--- config.mk ---
export PLATFORM = sky130hd
export DESIGN_NAME = vram_arbiter
export DESIGN_NICKNAME = d
export VERILOG_FILES = /design/src/rtl/vram_arbiter.sv
export SDC_FILE = /design/constraint.sdc
export NUM_CORES = 1
export LEC_CHECK = 0
export ABC_AREA = 0
export BUFFER_PORTS_ARGS = -buffer_cell sky130_fd_sc_hd__buf_2
export CAP_MARGIN = 10
export CORE_ASPECT_RATIO = 0.9
export CORE_UTILIZATION = 46
export CTS_CLUSTER_DIAMETER = 50
export CTS_CLUSTER_SIZE = 12
export DETAILED_ROUTE_END_ITERATION = 10
export PLACE_DENSITY = 0.79
export SLEW_MARGIN = 0
export SYNTH_ARGS = -nofsm -noshare
export SYNTH_HDL_FRONTEND = slang
export SYNTH_SLANG_ARGS = --single-unit
--- constraint.sdc ---
create_clock -name clk_sys -period 2.63 [get_ports clk_sys]
set_clock_uncertainty 0.05 [all_clocks]
set_input_delay 0.6575 -clock clk_sys [delete_from_list [all_inputs] [get_ports clk_sys]]
set_output_delay 0.6575 -clock clk_sys [all_outputs]
set_load 0.02 [all_outputs]
--- src/rtl/vram_arbiter.sv ---
// Single-port VRAM arbiter: display scanline reads vs. logic writes, with
// vblank-selected priority and a bounded wait for the writer during active video.
module vram_arbiter #(
  parameter int AW         = 16,
  parameter int DW         = 8,
  parameter int RD_LAT     = 1,
  parameter int STARVE_MAX = 8
) (
  input  logic          clk_sys,
  input  logic          reset,
  input  logic          vblank,
  input  logic          disp_req,
  input  logic [AW-1:0] disp_addr,
  output logic          disp_gnt,
  output logic          disp_rvalid,
  output logic [DW-1:0] disp_rdata,
  input  logic          wr_valid,
  input  logic [AW-1:0] wr_addr,
  input  logic [DW-1:0] wr_data,
  output logic          wr_ready,
  output logic [AW-1:0] ram_addr,
  output logic          ram_we,
  output logic [DW-1:0] ram_wdata,
  input  logic [DW-1:0] ram_rdata
);

  typedef enum logic [1:0] {
    DISP_PRI  = 2'd0,
    WR_PRI    = 2'd1,
    FORCED_WR = 2'd2
  } pri_state_t;

  localparam logic [7:0] STARVE_C = 8'(STARVE_MAX);

  pri_state_t  pri_state;
  logic [7:0]  starve_reg;
  logic [7:0]  starve_next;
  logic        rd_pipe_reg [RD_LAT+1];

  // Priority is a function of this cycle's vblank and the registered starve
  // count, so a vblank edge takes effect without a cycle of lag.
  always_comb begin
    pri_state = DISP_PRI;
    if (vblank) begin
      pri_state = WR_PRI;
    end else if (wr_valid && (starve_reg == STARVE_C)) begin
      pri_state = FORCED_WR;
    end
  end

  always_comb begin
    disp_gnt = 1'b0;
    wr_ready = 1'b0;
    if (!reset) begin
      case (pri_state)
        DISP_PRI: begin
          if (disp_req) begin
            disp_gnt = 1'b1;
          end else if (wr_valid) begin
            wr_ready = 1'b1;
          end
        end
        WR_PRI: begin
          if (wr_valid) begin
            wr_ready = 1'b1;
          end else if (disp_req) begin
            disp_gnt = 1'b1;
          end
        end
        FORCED_WR: begin
          wr_ready = 1'b1;
        end
        default: begin
          disp_gnt = 1'b0;
          wr_ready = 1'b0;
        end
      endcase
    end
  end

  always_comb begin
    starve_next = starve_reg;
    if (!wr_valid || wr_ready) begin
      starve_next = 8'd0;
    end else if (disp_gnt && (starve_reg != STARVE_C)) begin
      starve_next = starve_reg + 8'd1;
    end
  end

  always_ff @(posedge clk_sys) begin
    if (reset) begin
      starve_reg <= 8'd0;
    end else begin
      starve_reg <= starve_next;
    end
  end

  // Address and write data hold on idle cycles; only the write enable drops.
  always_ff @(posedge clk_sys) begin
    if (reset) begin
      ram_addr  <= '0;
      ram_we    <= 1'b0;
      ram_wdata <= '0;
    end else begin
      ram_we <= wr_ready;
      if (wr_ready) begin
        ram_addr  <= wr_addr;
        ram_wdata <= wr_data;
      end else if (disp_gnt) begin
        ram_addr <= disp_addr;
      end
    end
  end

  // Read-valid tracker: stage k is high when the RAM address launched k
  // cycles ago was a display read; stage RD_LAT lines up with ram_rdata.
  always_ff @(posedge clk_sys) begin
    if (reset) begin
      rd_pipe_reg[0] <= 1'b0;
    end else begin
      rd_pipe_reg[0] <= disp_gnt;
    end
  end

  generate
    for (genvar gi = 1; gi <= RD_LAT; gi++) begin : g_rd_pipe
      always_ff @(posedge clk_sys) begin
        if (reset) begin
          rd_pipe_reg[gi] <= 1'b0;
        end else begin
          rd_pipe_reg[gi] <= rd_pipe_reg[gi-1];
        end
      end
    end
  endgenerate

  always_ff @(posedge clk_sys) begin
    if (reset) begin
      disp_rvalid <= 1'b0;
      disp_rdata  <= '0;
    end else begin
      disp_rvalid <= rd_pipe_reg[RD_LAT];
      if (rd_pipe_reg[RD_LAT]) begin
        disp_rdata <= ram_rdata;
      end
    end
  end

endmodule

==> results of run 1 <==
area by class of cell:
type	count	area [um^2]
fill	374	1573
multi-input combinational	125	959.7
sequential	44	880.8
timing repair buffer	91	462.9
clock buffer	5	68.82
tap	48	60.06
clock inverter	3	46.29
inverter	6	22.52
metal layers:
metal	GRT usage, %	up-vias
met4	6.500	0
met5	0	-
met1	25.25	781
met2	32.81	62
met3	5.836	11
li1	-	852
final timing paths:
kind,from,endpoint
hold reg to reg,rd_pipe_reg[0],rd_pipe_reg[1]
hold / removal,rd_pipe_reg[0],rd_pipe_reg[1]
setup / recovery,starve_reg[0],disp_gnt
setup reg to reg,starve_reg[0],ram_addr[7]
power breakdown:
group,switching [mW],internal (mW),total (mW)
clock network,0.248,0.286,0.535
logic,0.139,0.108,0.247
registers,0.0187,0.701,0.720
total,0.406,1.10,1.50
Yosys cell counts (all sizes together), types with 4 or more instances:
cell type  number  area share (%)
a21oi          20             5.1
inv             6             1.2
o221a          16             9.2
xnor2           4             1.8
clkbuf          4            0.77
or3             4             1.3
buf            11             3.8
mux2i          32              16
nor2           26             5.0
dfxtp          44              45
worst register-to-register path, stage by stage, from the launching register on:
cell and delay, ns:
dfxtp_1 0.34, inv_1 0.08, ha_1 0.14, nor4b_4 0.30, a21o_1 0.21, or2_1 0.50, o221a_1 0.29
metrics by stage:
| step | worst slack (ns) | instance area [um^2] | utilization [%] | hold slack (ns) |
|---|---|---|---|---|
| 6_report | 0.2964 | 2501 | 61.39 | 0.4064 |
| 4_1_cts | 0.3005 | 2501 | 61.39 | 0.4091 |
| 3_5_place_dp | 0.3739 | 2386 | 58.57 | 0.3842 |
| 3_3_place_gp | 0.4118 | 2386 | 58.57 | 0.3670 |
| 2_1_floorplan | 0.2299 | 1953 | - | 0.3638 |
| 5_1_grt | 0.1780 | 2501 | 61.39 | 0.4331 |
logic make-up after synthesis:
logic type	Yosys count
mux	32
compound gates	41
flops	44
buf+inv	21
simple gates	46
fa+ha+maj	2
xor+xnor	4
==> impl_results.md, run 1 <==
- Initial Utilization: 47.94%
- CTS Buffer Depth: 2
- Peak Freq: 428.5 MHz
- Cell depth of the worst setup path: 6
- Final setup fails: 0
- Sum Neg Setup Slack: 0 ns
- CP max FO: 4
- Power Dens Cells: 600.5 nW/um^2
- Synthesized cell area: 1953 um^2
- Worst reg2reg path depth: 6
- Antenna-violating nets left: 0
- CTS Buf Count: 5
- Initial DRC Count: 77
- Die area: 4511 um^2
- Commonest non-fill, non-tap cell in the layout: buf_2
- Register with the most flip-flops: ram_addr
- Yosys cell types: 32
- Status: finished with violations
- Diode count: 0
- Syn_nets: 245
- Routed wl met3: 308 um
- Inst Count DP: 314
- Slew margin rel.: 60.34%
- Sequential element share of the synthesized area: 45.10%
- Maximum vdd drop: 0.4360 mV
- Slew Viols, Final: 0
- Row cnt: 22
- PostCTS Resize Cnt: 0
- Final period utilization: 88.73%
- Failing checks: design-rule violations
- CTS tree: done
- Total power: 1.502 mW
- GRT Total Usage: 19.99%
- Crit path cell chain: inv_1, ha_1, nor4b_4, a21o_1, a21oi_1, buf_2
- DRT Pass-1 Iters: 7
- Mux cell area share after synthesis: 16.40%
- R2R Setup Slk: 0.66 ns
- Proportion of layout cells with a drive suffix above 1: 37.59%
- Number of flip-flops under the largest register name: 16
- Synth Area in XOR/XNOR: 1.794%
- Mapped Cells: 190
- Largest family of logic cells by synthesized area: compound AO/OA/AOI/OAI gates
- Top routing layer in use: met4
- CTS Hold Bufs: 0
- Slowest-stage cell, CP: dfxtp_1
- Post-route DRC: 16
- Vias in the first global route: 1,555
- Via count: 1,706
- Layout Cells excl Fill: 322
- CP Class: reg2out
- Root buffer cell: clkbuf_8
- Die Ht: 63.82 um
- Routed WL: 4.642 mm
- DIE WIDTH: 70.69 um
- Initial antenna violation count: 0
- Congestion Overflow GR: 0
- Post-synth EDFFs: 0
- Largest net degree at the start of global routing: 36
- Post-Synth Simple-Gate Area: 12.62%
- CP Data Required Time: 1.92 ns
- Worst path top cell family by delay: flip-flops
- Leak: 1.177 nW
- Final GP Congestion: 0.8379
- Vias per cell: 5.298
- Yosys reg bits: 44
- CP endpoint kind: output port
- Minimum clock period: 2.334 ns
- Class of the worst hold path: reg2reg
- IO Port Bufs: 88
- RSZ-0062 raised after global routing: no
- Crit path largest cell delay: 0.34 ns
- Clock-pin slew on the worst setup and hold paths: 0.09 ns
- Clock latency at the later pin of the worst-skew pair: 0.30 ns
- Worst-Margin Slew: 0.5948 ns
- Dpl hpwl: 3.245 mm
- # IOs: 89
- CP bufs+invs: 2
- Most frequent cells in the layout: buf_2, dfxtp_1, mux2i_1
- Mean Syn Cell Area: 10.28 um^2
- Max-Cap Viols: 0
- Synth-to-Final Area Change: 28.06%
- Synth Area in Compound Gates: 17.04%
- Routed wl met2: 2.136 mm
- Core Footprint: 4074 um^2
- Top FF cell, synth: dfxtp_1
- H-Tree Depth: 2
- Per-cell routed wire length: 14.42 um
- Adder-cell area share of the yosys netlist: 1.281%
- Yosys warns: 0
- Crit start category: flip-flop
- Hold path depth: 1
- Final hold vios: 0
- Nets: 328
- Worst EP arrival: 1.63 ns
- Met1 wire length: 2.122 mm
- CTS Sinks: 44
- Setup bufs post-CTS: 0
- Asr flop ratio synth: 0%
- First-pass GRT wire length: 7.134 mm
No activity file was read; power rests on OpenSTA's default activity.
==> run 2, diff against run 1 <==
- BUFFER_PORTS_ARGS: -buffer_cell sky130_fd_sc_hd__buf_2 -> unset
- CORE_UTILIZATION: 46 -> 61
- CTS_BUF_LIST: unset -> sky130_fd_sc_hd__clkbuf_4 sky130_fd_sc_hd__clkbuf_8 sky130_fd_sc_hd__clkbuf_16
- DONT_BUFFER_PORTS: unset -> 1
- PLACE_DENSITY: 0.79 -> 0.77
==> impl_results.md, run 2 (synthesized netlist as in run 1, its figures left out) <==
- IO Port Bufs: 0
- CTS tree: done
- Post-route DRC: 0
- Peak Freq: 415.8 MHz
- GRT Total Usage: 22.33%
- CTS Sinks: 44
- Number of flip-flops under the largest register name: 16
- Maximum vdd drop: 0.5255 mV
- Worst-Margin Slew: 0.5436 ns
- Final hold vios: 0
- Slew margin rel.: 63.76%
- Post-Place Worst Slack: 0.5549 ns
- Largest net degree at the start of global routing: 38
- Antenna-violating nets left: 0
- Final GP Congestion: 0.8155
- Row cnt: 19
- Sum Neg Setup Slack: 0 ns
- PostCTS Resize Cnt: 0
- Routed WL: 3.635 mm
- First-pass GRT wire length: 5.727 mm
- Synth-to-Final Area Change: 3.203%
- CP Data Required Time: 1.92 ns
- Final period utilization: 91.45%
- Initial Utilization: 64.19%
- CTS Hold Bufs: 0
- Hold slack: 0.3215 ns
- Via count: 1,348
- Commonest non-fill, non-tap cell in the layout: dfxtp_1
- Initial antenna violation count: 0
- Clock-pin slew on the worst setup and hold paths: 0.13 ns
- Most frequent cells in the layout: dfxtp_1, mux2i_1, nor2_1
- DRT Pass-1 Iters: 4
- Status: finished clean
- CP Class: reg2out
- Proportion of layout cells with a drive suffix above 1: 7.568%
- Worst EP arrival: 1.70 ns
- Slew Viols, Final: 0
- Dpl hpwl: 2.747 mm
- CP max FO: 4
- Final setup fails: 0
- RSZ-0062 raised after global routing: no
- Die area: 3432 um^2
- Class of the worst hold path: in2reg
- Clock latency at the later pin of the worst-skew pair: 0.33 ns
- Register with the most flip-flops: ram_addr
- Initial DRC Count: 32
- Power Dens Cells: 643.6 nW/um^2
- CTS Buffer Depth: 2
- Fin util: 66.24%
- CP endpoint kind: output port
- Setup bufs post-CTS: 0
- # IOs: 89
- H-Tree Depth: 2
- Crit start category: flip-flop
- Per-cell routed wire length: 16.01 um
- Slowest-stage cell, CP: a21oi_1
- Vias per cell: 5.938
- Die Ht: 55.68 um
- Congestion Overflow GR: 0
- Nets: 239
- Minimum clock period: 2.405 ns
- Leak: 0.7762 nW
- Crit path cell chain: inv_1, ha_1, nor4b_4, a21o_1, a21oi_1
- Crit path largest cell delay: 0.40 ns
- CTS Buf Count: 5
- Vias in the first global route: 1,339
- Diode count: 0
- Setup ws final: 0.2248 ns
- Max-Cap Viols: 0
- Root buffer cell: clkbuf_4
- Core Footprint: 3043 um^2
- DIE WIDTH: 61.65 um
==> run 2: worst paths after layout <==
check / from / slack, ns / depth (start not counted) / to
worst min register to register: rd_pipe_reg[0] / 0.41 / 1 / rd_pipe_reg[1]
worst max-delay path: starve_reg[0] / 0.22 / 5 / disp_gnt
worst min-delay path: reset / 0.32 / 1 / disp_rvalid
worst max register to register: starve_reg[0] / 0.73 / 6 / ram_addr[13]
==> run 2: routing by layer <==
layer	wire, um	global-route usage [%]
met1	1486	23.85
met5	0	0
met4	29	7.302
met2	1810	39.94
met3	308	7.209
==> run 2: metrics by stage <==
step                cells  power (mW)  area, um^2
floorplan             190      0.8919        1953
global placement      219      0.8866        1931
detailed placement    219      0.8951        1931
CTS                   227       1.307        2016
global route          227       1.357        2016
finish                227       1.297        2016
==> run 2: power by group <==
group | internal (mW) | switching, mW | total (mW) | leakage (nW)
clock network | 0.203 | 0.216 | 0.419 | 0.0454
logic | 0.0587 | 0.0527 | 0.111 | 0.369
registers | 0.702 | 0.0647 | 0.767 | 0.361
==> run 2: final cells by class <==
cell class	count	area (um^2)
multi-input cells	125	959.7
clock inverters	3	47.55
flip-flops and latches	44	880.8
well taps	42	52.55
repair buffers	2	15.01
inverters	6	22.52
fillers	263	1027
clock buffers	5	37.54
==> run 2: worst max-delay path: cells and delay by family, from the launching register on <==
family	cells	cell delay [ns]
compound gates	2	0.60
flops	1	0.37
simple gates	1	0.14
fa+ha+maj	1	0.19
buf+inv	1	0.07
==> run 3, diff against run 2 <==
- MAX_ROUTING_LAYER: unset -> met4
==> impl_results.md, run 3 (synthesized netlist as in run 1, its figures left out) <==
- Status: finished clean
- Worst-Margin Slew: 0.5456 ns
- Critical Path Start: starve_reg[0]
- DIE WIDTH: 61.65 um
- Via count: 1,349
- R2R Setup Slk: 0.72 ns
- Congestion Overflow GR: 0
- Final GP Congestion: 0.8276
- Antenna-violating nets left: 0
- Crit start category: flip-flop
- Synth-to-Final Area Change: 3.203%
- Vias in the first global route: 1,336
- R2r endpoint: ram_addr[13]
- Largest net degree at the start of global routing: 38
- RSZ-0062 raised after global routing: no
- First-pass GRT wire length: 5.733 mm
- Number of flip-flops under the largest register name: 16
- End of the critical path: disp_gnt
- Nets: 239
- CP max FO: 4
- Post-route DRC: 0
- Peak Freq: 414.7 MHz
- CTS Buf Count: 5
- Slew Viols, Final: 0
- Dpl hpwl: 2.747 mm
- Proportion of layout cells with a drive suffix above 1: 7.568%
- Crit Reg-Reg Startpoint: starve_reg[0]
- Routed WL: 3.647 mm
- Die Ht: 55.68 um
- Core Footprint: 3043 um^2
- CTS tree: done
- Die area: 3432 um^2
- Worst reg2reg path depth: 6
- Final setup fails: 0
- Per-cell routed wire length: 16.07 um
- Power Dens Cells: 644.1 nW/um^2
- CTS Buffer Depth: 2
- CP Data Required Time: 1.92 ns
- Initial antenna violation count: 0
- Row cnt: 19
- Worst EP arrival: 1.70 ns
- GRT Total Usage: 22.94%
- PostCTS Resize Cnt: 0
- # IOs: 89
- Root buffer cell: clkbuf_4
- Setup bufs post-CTS: 0
- Vias per cell: 5.943
- Placed Area: 1931 um^2
- H-Tree Depth: 2
- Most frequent cells in the layout: dfxtp_1, mux2i_1, nor2_1
- CP Class: reg2out
- Final hold vios: 0
- Hold path start: reset
- Max-Cap Viols: 0
- Maximum vdd drop: 0.5311 mV
- Minimum clock period: 2.411 ns
- Commonest non-fill, non-tap cell in the layout: dfxtp_1
- Clock latency at the later pin of the worst-skew pair: 0.33 ns
- Class of the worst hold path: in2reg
- Initial DRC Count: 35
- DRT Pass-1 Iters: 4
- Final period utilization: 91.69%
- IO Port Bufs: 0
- CTS Sinks: 44
- Diode count: 0
- Slew margin rel.: 63.63%
- CTS Hold Bufs: 0
- Leak: 0.7762 nW
- Finished Cell Area: 2016 um^2
- CP endpoint kind: output port
- Initial Utilization: 64.19%
- Register with the most flip-flops: ram_addr
- Clock-pin slew on the worst setup and hold paths: 0.14 ns
- Sum Neg Setup Slack: 0 ns
## run 3: routing by layer
| metal | share of wire (%) | GRT usage [%] | routed length, um |
|---|---|---|---|
| met3 | 8.6 | 7.442 | 312 |
| met5 | 0 | - | 0 |
| met4 | 0.77 | 7.302 | 28 |
| met2 | 49 | 39.94 | 1792 |
| met1 | 41 | 23.70 | 1513 |
## run 3: how the worst min path moves through the flow
stage	slack, ns	endpoint	depth (start not counted)
CTS	0.30	disp_rvalid	1
finish	0.32	disp_rvalid	1
floorplan	0.36	rd_pipe_reg[1]	1
global placement	0.39	rd_pipe_reg[1]	1
global route	0.28	disp_rdata[4]	1
detailed placement	0.38	rd_pipe_reg[1]	1
## run 3: cell type report
type / count / area (um^2)
Multi-Input combinational cell: 125 / 959.7
Tap cell: 42 / 52.55
Clock inverter: 3 / 47.55
Sequential cell: 44 / 880.8
Fill cell: 263 / 1027
Timing Repair Buffer: 2 / 15.01
Clock buffer: 5 / 37.54
Inverter: 6 / 22.52
## run 3: per-stage QoR
stage          power [mW]  setup slack, ns  cells  hold WS (ns)  util, %
2_1_floorplan      0.8919           0.2299    190        0.3638        -
3_3_place_gp       0.8866           0.5912    219        0.3852    63.45
3_5_place_dp       0.8951           0.5549    219        0.3772    63.45
4_1_cts             1.307           0.2071    227        0.3045    66.24
5_1_grt             1.357           0.1051    227        0.2821    66.24
6_report            1.298           0.2185    227        0.3173    66.24
## run 3: worst max-delay path, stage by stage (launching register included)
cell and delay, ns:
dfxtp_1 0.38, inv_1 0.07, ha_1 0.19, nor4b_4 0.14
a21o_1 0.20, a21oi_1 0.40
## run 3: where the power goes
part / total, mW / internal (mW) / leakage [nW] / switching [mW]
logic: 0.111 / 0.0587 / 0.369 / 0.0527
clock network: 0.420 / 0.203 / 0.0454 / 0.217
registers: 0.767 / 0.702 / 0.361 / 0.0648
total: 1.30 / 0.964 / 0.776 / 0.334
